**src/rtl/spare_pkg.sv**
```systemverilog
// Shared constants and decoded-entry layout for the spare-candidate consumer.
package spare_pkg;

    localparam logic [1:0] S1 = 2'b01;
    localparam logic [1:0] S2 = 2'b10;
    localparam logic [1:0] S3 = 2'b11;

    localparam int unsigned TOTAL_S12 = 70;
    localparam int unsigned TOTAL_S3  = 210;

    localparam int unsigned ERR_POPCNT = 0;
    localparam int unsigned ERR_ORDER  = 1;
    localparam int unsigned ERR_RLSS   = 2;
    localparam int unsigned ERR_OVF    = 3;

    localparam int unsigned IDX_W   = 3;
    localparam int unsigned ROW_W   = 2;
    localparam int unsigned ENTRY_W = 4 * IDX_W + ROW_W;
    localparam int unsigned CNT_W   = 8;
    localparam int unsigned ERR_W   = 4;

    // Field order doubles as the enumeration-order key {i,j,k,p,row}.
    typedef struct packed {
        logic [IDX_W-1:0] i;
        logic [IDX_W-1:0] j;
        logic [IDX_W-1:0] k;
        logic [IDX_W-1:0] p;
        logic [ROW_W-1:0] row;
    } cand_t;

endpackage

```
**src/rtl/spare_cand_fifo.sv**
```systemverilog
// Synchronous FIFO holding decoded candidates; push while full succeeds only with a pop.
module spare_cand_fifo #(
    parameter int unsigned DEPTH = 4,
    parameter int unsigned WIDTH = 14
) (
    input  logic             clk,
    input  logic             rst,
    input  logic             push,
    input  logic             pop,
    input  logic [WIDTH-1:0] din,
    output logic [WIDTH-1:0] dout,
    output logic             full,
    output logic             empty
);

    localparam int unsigned AW = $clog2(DEPTH);

    logic [WIDTH-1:0] mem [DEPTH];
    logic [AW:0]      wr_ptr;
    logic [AW:0]      rd_ptr;
    logic             wr_en;
    logic             rd_en;

    assign empty = (wr_ptr == rd_ptr);
    assign full  = (wr_ptr[AW] != rd_ptr[AW]) && (wr_ptr[AW-1:0] == rd_ptr[AW-1:0]);
    assign rd_en = pop && !empty;
    assign wr_en = push && (!full || rd_en);
    assign dout  = mem[rd_ptr[AW-1:0]];

    always_ff @(posedge clk) begin
        if (rst) begin
            wr_ptr <= '0;
            rd_ptr <= '0;
        end else begin
            if (wr_en) wr_ptr <= wr_ptr + (AW+1)'(1);
            if (rd_en) rd_ptr <= rd_ptr + (AW+1)'(1);
        end
    end

    // Storage carries no reset; empty pointers mask stale contents.
    always_ff @(posedge clk) begin
        if (wr_en) mem[wr_ptr[AW-1:0]] <= din;
    end

endmodule

```
**src/rtl/spare_signal_decoder.sv**
```systemverilog
// Decodes DSSS/RLSS candidates, checks format and enumeration order, counts to the
// expected total and buffers decoded entries for a backpressuring consumer.
module spare_signal_decoder
    import spare_pkg::*;
#(
    parameter int unsigned FIFO_DEPTH = 4
) (
    input  logic              clk,
    input  logic              rst,
    input  logic [1:0]        spare_struct_type,
    input  logic [7:0]        DSSS,
    input  logic [3:0]        RLSS,
    input  logic              out_ready,
    output logic              out_valid,
    output logic [IDX_W-1:0]  idx_i,
    output logic [IDX_W-1:0]  idx_j,
    output logic [IDX_W-1:0]  idx_k,
    output logic [IDX_W-1:0]  idx_p,
    output logic [ROW_W-1:0]  row_idx,
    output logic [CNT_W-1:0]  cand_count,
    output logic              done,
    output logic [ERR_W-1:0]  err
);

    localparam logic [1:0] ST_IDLE = 2'd0;
    localparam logic [1:0] ST_RUN  = 2'd1;
    localparam logic [1:0] ST_DONE = 2'd2;

    logic [1:0]         state, state_nxt;
    logic [1:0]         mode, mode_nxt;
    cand_t              prev_key, prev_key_nxt;
    logic [CNT_W-1:0]   count_nxt;
    logic [ERR_W-1:0]   err_nxt;
    logic               done_nxt;
    logic [CNT_W-1:0]   total;

    logic               cand;
    cand_t              dec;
    logic [3:0]         nset;
    logic               rlss_bad;
    logic               fifo_full;
    logic               fifo_empty;
    logic               pop;
    cand_t              head;

    assign cand = (spare_struct_type != 2'b00) && (DSSS != 8'h00);
    assign pop  = !fifo_empty && out_ready;

    // First four set bits from the MSB; nset doubles as the popcount.
    always_comb begin
        dec.i = '0;
        dec.j = '0;
        dec.k = '0;
        dec.p = '0;
        nset  = '0;
        for (int b = 7; b >= 0; b--) begin
            if (DSSS[b]) begin
                case (nset)
                    4'd0:    dec.i = IDX_W'(b);
                    4'd1:    dec.j = IDX_W'(b);
                    4'd2:    dec.k = IDX_W'(b);
                    4'd3:    dec.p = IDX_W'(b);
                    default: ;
                endcase
                nset = nset + 4'd1;
            end
        end
    end

    always_comb begin
        dec.row  = '0;
        rlss_bad = 1'b0;
        if (spare_struct_type == S3) begin
            if      (RLSS[3]) dec.row = 2'd3;
            else if (RLSS[2]) dec.row = 2'd2;
            else if (RLSS[1]) dec.row = 2'd1;
            rlss_bad = !((RLSS == 4'b1000) || (RLSS == 4'b0100) || (RLSS == 4'b0010));
        end else begin
            rlss_bad = (RLSS != 4'b0000);
        end
    end

    always_comb begin
        state_nxt    = state;
        mode_nxt     = mode;
        prev_key_nxt = prev_key;
        count_nxt    = cand_count;
        err_nxt      = err;
        done_nxt     = done;
        total        = CNT_W'(TOTAL_S12);
        if (cand) begin
            if (state == ST_IDLE) begin
                mode_nxt = spare_struct_type;
            end else begin
                if (spare_struct_type != mode) err_nxt[ERR_ORDER] = 1'b1;
                if (dec >= prev_key)           err_nxt[ERR_ORDER] = 1'b1;
            end
            if (state == ST_DONE)              err_nxt[ERR_ORDER]  = 1'b1;
            if (nset != 4'd4)                  err_nxt[ERR_POPCNT] = 1'b1;
            if (rlss_bad)                      err_nxt[ERR_RLSS]   = 1'b1;
            if (fifo_full && !pop)             err_nxt[ERR_OVF]    = 1'b1;
            prev_key_nxt = dec;
            if (cand_count != '1) count_nxt = cand_count + CNT_W'(1);
            if (mode_nxt == S3) total = CNT_W'(TOTAL_S3);
            if (state != ST_DONE) begin
                state_nxt = (count_nxt == total) ? ST_DONE : ST_RUN;
            end
        end
        done_nxt = (state_nxt == ST_DONE);
    end

    always_ff @(posedge clk) begin
        if (rst) begin
            state      <= ST_IDLE;
            mode       <= 2'b00;
            prev_key   <= '0;
            cand_count <= '0;
            err        <= '0;
            done       <= 1'b0;
        end else begin
            state      <= state_nxt;
            mode       <= mode_nxt;
            prev_key   <= prev_key_nxt;
            cand_count <= count_nxt;
            err        <= err_nxt;
            done       <= done_nxt;
        end
    end

    spare_cand_fifo #(
        .DEPTH (FIFO_DEPTH),
        .WIDTH (ENTRY_W)
    ) u_fifo (
        .clk   (clk),
        .rst   (rst),
        .push  (cand),
        .pop   (pop),
        .din   (dec),
        .dout  (head),
        .full  (fifo_full),
        .empty (fifo_empty)
    );

    assign out_valid = !fifo_empty;
    assign idx_i     = fifo_empty ? '0 : head.i;
    assign idx_j     = fifo_empty ? '0 : head.j;
    assign idx_k     = fifo_empty ? '0 : head.k;
    assign idx_p     = fifo_empty ? '0 : head.p;
    assign row_idx   = fifo_empty ? '0 : head.row;

endmodule

```
**config.mk**
```make
export PLATFORM = sky130hd
export DESIGN_NAME = spare_signal_decoder
export DESIGN_NICKNAME = d
export VERILOG_FILES = /design/src/rtl/spare_pkg.sv /design/src/rtl/spare_cand_fifo.sv /design/src/rtl/spare_signal_decoder.sv
export SDC_FILE = /design/constraint.sdc
export NUM_CORES = 1
export LEC_CHECK = 0
export CAP_MARGIN = 30
export CORE_MARGIN = 2
export CORE_UTILIZATION = 50
export CTS_CLUSTER_SIZE = 25
export DETAILED_ROUTE_END_ITERATION = 8
export PLACE_DENSITY = 0.79
export SLEW_MARGIN = 20
export SYNTH_ARGS = -nofsm -noshare
export SYNTH_HDL_FRONTEND = slang
export SYNTH_SLANG_ARGS = --single-unit
```
**constraint.sdc**
```tcl
create_clock -name clk -period 8.6 [get_ports clk]
set_input_delay 0.86 -clock clk [delete_from_list [all_inputs] [get_ports clk]]
set_output_delay 0.86 -clock clk [all_outputs]
set_load 0.02 [all_outputs]
```
==> flow_metrics.py, run 1 <==
metrics = {
    "logic_synthesis": {
        "synth_async_sr_flop_share_pct": 0,
        "ys_types": 68,
        "avgSynthCellArea_sq_um": 10.7,
        "ys_ff_latch": 95,
        "yosys_most_used_dff": "edfxtp_1",
        "synth_cells": 508,
        "yosys_warnings": 0,
        "synth_nets": 568,
        "synth-edff-count": 56,
        "syn_area_sq_um": 5450,
        "seq_area_frac_synth_pct": 45.2,
    },
    "floorplan": {
        "initial_core_util_pct": 50.7,
        "pin_count": 45,
        "row_count": 38,
        "die_area_sq_um": 11700,
        "coreArea_sq_um": 10700,
        "dieHeight_microns": 108,
        "chipWidth_microns": 108,
    },
    "final_layout": {
        "syn_to_final_growth_pct": 14.5,
        "final_cell_mix": "edfxtp_1, clkdlybuf4s50_1, ha_1, dfxtp_1, nor2_1",
        "num-nets-final": 608,
        "final_util_pct": 58.1,
        "antennaDiodeCount": 0,
        "final_common_cell": "edfxtp_1",
        "nFillCells": 912,
        "final_area_sq_um": 6240,
        "layout-drive-gt1-share_pct": 7.96,
    },
    "clocking": {
        "ctsHoldBuffers": 0,
        "cts_resized": 0,
        "htreeDepth": 3,
        "cts_setup_buffers": 0,
        "cts_made_buffers": 9,
        "worst_skew_pair.late_latency_ns": 0.36,
        "cts.sinks": 95,
        "cts_root_buffer": "clkbuf_8",
        "cts.clk_slew.worst_paths_ns": 0.09,
        "tritoncts": "built",
        "clk_path_buf_depth": 2,
    },
    "power_and_ir_drop": {
        "power_density_nw_per_um2": 238,
        "ir_worst_vdd_mv": 0.147,
        "finalPower_uw": 1480,
        "leakagePower_uw": 0.00232,
    },
    "setup_path": {
        "critPathMaxFanout": 13,
        "cp_slowest_cell": "fa_1",
        "r2r-end": "state[0]",
        "crit_arrival_ns": 8.03,
        "start_kind": "input port",
        "worst_path_most_repeated_cell": "ha_1",
        "rr_worst_depth": 9,
        "max_stage_delay_ns": 0.72,
        "r2r-start": "cand_count[0]",
        "rrSetupSlack_ns": 6.26,
        "worstPathRequired_ns": 8.84,
        "crit_path_end_kind": "flip-flop",
        "crit_type": "in -> reg",
    },
    "route": {
        "wl_per_cell_microns": 16.5,
        "via_per_inst": 5.69,
        "drc": 0,
        "top_layer": "met4",
        "dr_wl_met3_microns": 354,
        "wirelength_microns": 11400,
        "dr.first_iter.drc_count": 249,
        "drtAntennaViolNets": 0,
        "m1WireLength_microns": 5140,
        "drtPass1Iterations": 4,
        "wl_met2_microns": 5780,
        "vias": 3944,
    },
    "placed_design": {
        "dp_hpwl_microns": 8470,
        "portBuffers": 44,
        "place_area_sq_um": 6010,
        "gp_congestion": 0.912,
    },
    "worst_hold_path": {
        "hold_depth": 2,
        "min_to": "err[2]",
        "holdCritStartpoint": "err[2]",
        "hold_class": "reg -> reg",
    },
    "timing": {
        "finalCriticalPeriod_ns": 7.78,
        "rsz0062_at_grt": "no",
        "fin_crit_sh_pct": 90.5,
        "tns_ns": 0,
        "fin_hold_ws_ns": 0.461,
        "slew_headroom_pct": 41.4,
        "hold_viol": 0,
        "fmax_mhz": 128,
        "finClkSkew_ns": 0.0161,
        "setup_viol": 0,
        "slew_viol_final": 0,
        "tightest_slew_ns": 0.874,
    },
    "global_routing": {
        "grt_max_degree": 30,
        "grt.overflow.total": 0,
        "grt_pass1_vias": 3867,
        "grt_usage_pct": 20.2,
        "antenna_found_initial": 0,
        "grt_pass1_wl_microns": 18700,
    },
    "job": {
        "cap_violations": 0,
    },
    "outcome": {
        "status": "completed",
    },
}
cells by family (layout without fill, tap and decap cells):
group	after synthesis	in the layout	synth area share, %
and+or+nand+nor	170	170	16.4
AOI/OAI and AO/OA	103	103	13.3
DFF	95	95	45.2
buffers and inverters	53	98	3.67
adders and majority gates	43	43	10.0
xor gates and xnor gates	22	22	4.09
muxes	22	22	7.30
flip-flops by register name (all words and copies together), names as in the netlist, named ones only:
signal         flops
u_fifo.mem        56
prev_key          14
cand_count         7
err                4
u_fifo.rd_ptr      3
u_fifo.wr_ptr      3
mode               2
state              2
done               1
through the flow:
| stage | instances | setup WS, ns |
|---|---|---|
| after floorplan | 508 | 2.00 |
| after global placement | 676 | 1.00 |
| after detailed placement | 676 | 0.512 |
| after CTS | 692 | 0.862 |
| after global routing | 693 | 0.182 |
| final | 693 | 0.815 |
layout make-up:
| class | instances | area [sq um] | area share (%) |
|---|---|---|---|
| inverter | 36 | 135 | 2.17 |
| timing repair buffer | 46 | 463 | 7.42 |
| multi-input combinational | 360 | 2790 | 44.7 |
| clock buffer | 11 | 174 | 2.79 |
| clock inverter | 5 | 42.5 | 0.682 |
| tap | 140 | 175 | 2.81 |
| sequential | 95 | 2460 | 39.5 |
worst max path at each step:
stage,startpoint,endpoint,slack [ns],depth (start not counted)
after floorplan,DSSS[5],err[1],2.00,31
after global placement,DSSS[5],err[1],1.00,31
after detailed placement,DSSS[5],err[1],0.51,31
after CTS,DSSS[5],err[1],0.86,31
after global routing,DSSS[5],err[1],0.18,31
final,DSSS[5],err[1],0.82,31
critical path: cells and delay by family:
family,cells,cell delay (ns)
simple gates,6,1.23
compound gates,13,2.06
fa+ha+maj,7,2.71
buf+inv,5,1.16
metal layers:
layer | vias to the layer above | global-route usage, %
li1 | 1937 | -
met1 | 1913 | 25.9
met2 | 82 | 35.8
met3 | 12 | 2.71
met4 | 0 | 5.77
met5 | - | 0
synth_stat cells (2+ instances only):
cell | count | share of area (%)
xnor2_1 | 11 | 1.8
nand4_1 | 8 | 0.92
a21oi_1 | 27 | 2.5
ha_1 | 42 | 9.6
and2_1 | 13 | 1.5
a211oi_1 | 2 | 0.28
nand4b_1 | 2 | 0.32
o21ai_0 | 11 | 1.0
and3_1 | 8 | 0.92
or2_2 | 2 | 0.23
a211o_1 | 3 | 0.48
o21ai_1 | 2 | 0.18
clkbuf_1 | 15 | 1.0
o31ai_1 | 5 | 0.69
a31oi_2 | 2 | 0.46
nand3_1 | 14 | 1.3
nor3_1 | 10 | 0.92
o211ai_1 | 2 | 0.28
a22o_1 | 4 | 0.64
nor2_1 | 36 | 2.5
nor2b_1 | 20 | 2.3
mux4_2 | 14 | 5.8
mux2_2 | 2 | 0.41
nor3b_1 | 3 | 0.41
nor4_1 | 2 | 0.23
and4b_1 | 2 | 0.37
or3_1 | 2 | 0.23
and2_0 | 2 | 0.23
a21boi_0 | 5 | 0.69
edfxtp_1 | 56 | 31
xor2_1 | 8 | 1.3
o21a_1 | 5 | 0.69
nand2_1 | 35 | 2.4
xor2_2 | 2 | 0.60
inv_1 | 35 | 2.4
a32o_1 | 6 | 1.1
mux2i_1 | 6 | 1.1
nand2b_1 | 5 | 0.57
a311oi_1 | 2 | 0.32
o21bai_1 | 2 | 0.28
a22oi_1 | 2 | 0.28
dfxtp_1 | 39 | 14
o22ai_1 | 4 | 0.46
a31oi_1 | 6 | 0.69
where the power goes:
group,switching [uW],internal (uW)
combinational,321,264
clock,163,145
sequential,31.9,557
total,516,967
Power figures use the tool's default switching activity.
==> run 2: changes to the inputs <==
--- a/config.mk
+++ b/config.mk
@@ -8,8 +8,8 @@
 export CAP_MARGIN = 30
 export CORE_MARGIN = 2
 export CORE_UTILIZATION = 50
-export CTS_CLUSTER_SIZE = 25
 export DETAILED_ROUTE_END_ITERATION = 8
+export GPL_TIMING_DRIVEN = 0
 export PLACE_DENSITY = 0.79
 export SLEW_MARGIN = 20
 export SYNTH_ARGS = -nofsm -noshare
==> flow_metrics.py, run 2 (same netlist as run 1, synthesis figures left out) <==
metrics = {
    "setup_path": {
        "crit_arrival_ns": 8.33,
        "worst_path_most_repeated_cell": "ha_1",
        "crit_path_end_kind": "flip-flop",
        "r2r-end": "state[0]",
        "start_kind": "input port",
        "max_stage_delay_ns": 0.75,
        "worstPathRequired_ns": 8.82,
        "critPathMaxFanout": 10,
        "rr_worst_depth": 9,
        "cp_slowest_cell": "fa_1",
        "rrSetupSlack_ns": 6.23,
        "crit_type": "in -> reg",
        "r2r-start": "cand_count[0]",
    },
    "global_routing": {
        "grt.overflow.total": 0,
        "grt_max_degree": 18,
        "antenna_found_initial": 0,
        "grt_pass1_vias": 3848,
        "grt_usage_pct": 19.5,
        "grt_pass1_wl_microns": 17900,
    },
    "worst_hold_path": {
        "hold_depth": 2,
        "min_to": "err[2]",
        "holdCritStartpoint": "err[2]",
        "hold_class": "reg -> reg",
    },
    "timing": {
        "slew_viol_final": 0,
        "fmax_mhz": 123,
        "hold_viol": 0,
        "finClkSkew_ns": 0.0110,
        "fin_crit_sh_pct": 94.3,
        "rsz0062_at_grt": "no",
        "slew_headroom_pct": 44.9,
        "tightest_slew_ns": 0.820,
        "finalCriticalPeriod_ns": 8.11,
        "setup_viol": 0,
        "tns_ns": 0,
    },
    "power_and_ir_drop": {
        "finalPower_uw": 1470,
        "power_density_nw_per_um2": 234,
        "power.switching_uw": 504,
        "p_int_uw": 962,
        "power.share.clock_pct": 20.3,
        "seqPwrFrac_pct": 39.7,
        "leakagePower_uw": 0.00232,
        "p_comb_share_pct": 40.0,
        "switching_share_pct": 34.4,
        "ir_worst_vdd_mv": 0.141,
    },
    "route": {
        "wirelength_microns": 11200,
        "wl_per_cell_microns": 15.9,
        "drc": 0,
        "via_per_inst": 5.75,
        "dr.first_iter.drc_count": 214,
        "vias": 4068,
        "drtAntennaViolNets": 0,
        "drtPass1Iterations": 5,
    },
    "clocking": {
        "clk_path_buf_depth": 2,
        "cts_made_buffers": 9,
        "worst_skew_pair.late_latency_ns": 0.35,
        "tritoncts": "built",
        "cts.sinks": 95,
        "cts_setup_buffers": 0,
        "cts.clk_slew.worst_paths_ns": 0.09,
        "cts_root_buffer": "clkbuf_8",
        "cts_resized": 0,
        "ctsHoldBuffers": 0,
        "htreeDepth": 3,
    },
    "placed_design": {
        "portBuffers": 44,
        "dp_hpwl_microns": 8400,
        "gp_congestion": 0.938,
    },
    "floorplan": {
        "pin_count": 45,
        "die_area_sq_um": 11700,
        "coreArea_sq_um": 10700,
        "initial_core_util_pct": 50.7,
        "dieHeight_microns": 108,
        "row_count": 38,
        "chipWidth_microns": 108,
    },
    "final_layout": {
        "num-nets-final": 623,
        "largest_reg_flops": 56,
        "final_cell_mix": "edfxtp_1, clkdlybuf4s50_1, ha_1, dfxtp_1, nor2_1",
        "seq_area_sq_um": 2460,
        "nFillCells": 917,
        "layout-drive-gt1-share_pct": 7.39,
        "antennaDiodeCount": 0,
        "multi_input_area_sq_um": 2790,
        "final_common_cell": "edfxtp_1",
        "syn_to_final_growth_pct": 15.2,
    },
    "job": {
        "cap_violations": 0,
    },
    "outcome": {
        "status": "completed",
    },
}
==> run 2: per-layer routing <==
layer	routed length [microns]	track usage (%)	vias up
met5	0	0	-
met4	182	7.05	0
met3	438	3.07	14
met2	5610	32.9	106
met1	5010	25.5	1976
li1	-	-	1972
==> run 2: worst max path at each step <==
stage | start | end | slack [ns] | cells after the start
3_5_place_dp | DSSS[5] | err[1] | 0.20 | 32
2_1_floorplan | DSSS[5] | err[1] | 2.00 | 31
6_report | DSSS[5] | err[1] | 0.49 | 32
4_1_cts | DSSS[5] | err[1] | 0.54 | 32
3_3_place_gp | DSSS[5] | err[1] | 0.38 | 32
5_1_grt | DSSS[5] | err[1] | 0.002 | 32
==> run 2: power groups by stage <==
stage	Sequential (uW)	Clock (uW)	Combinational [uW]
finish	582	298	587
CTS	582	304	589
global placement	588	0	569
floorplan	588	0	402
global route	587	319	645
detailed placement	592	0	588
==> run 2: area by class of cell <==
class | count | share of cell area [%]
clock buffers | 12 | 2.83
inverters | 36 | 2.15
well taps | 140 | 2.79
plain buffers | 17 | 1.04
repair buffers | 44 | 7.02
clock inverters | 4 | 0.538
flip-flops and latches | 95 | 39.2
multi-input cells | 360 | 44.4
==> run 2: critical path: cells and delay by family <==
kind / cells / cell delay [ns]
buffers and inverters: 6 / 1.30
and+or+nand+nor: 6 / 1.24
adders and majority gates: 7 / 2.72
AOI/OAI and AO/OA: 13 / 2.19
==> run 2: per-stage QoR <==
stage                     util, %  hold slack, ns  setup WS, ns  area, sq um  instances
after floorplan                 -           0.425          2.00         5450        508
after global placement       56.4           0.439         0.376         6060        692
after detailed placement     56.4           0.446         0.205         6060        692
after CTS                    58.4           0.462         0.542         6280        708
after global routing         58.4           0.480       0.00238         6280        708
final                        58.4           0.460         0.491         6280        708
==> run 3: changes to the inputs <==
--- a/config.mk
+++ b/config.mk
@@ -5,10 +5,11 @@
 export SDC_FILE = /design/constraint.sdc
 export NUM_CORES = 1
 export LEC_CHECK = 0
-export CAP_MARGIN = 30
+export CAP_MARGIN = 20
 export CORE_MARGIN = 2
 export CORE_UTILIZATION = 50
 export DETAILED_ROUTE_END_ITERATION = 8
+export GPL_ROUTABILITY_DRIVEN = 0
 export GPL_TIMING_DRIVEN = 0
 export PLACE_DENSITY = 0.79
 export SLEW_MARGIN = 20
==> results of run 3 <==
No change in the layout: final DEF, timing and power equal those of run 2.
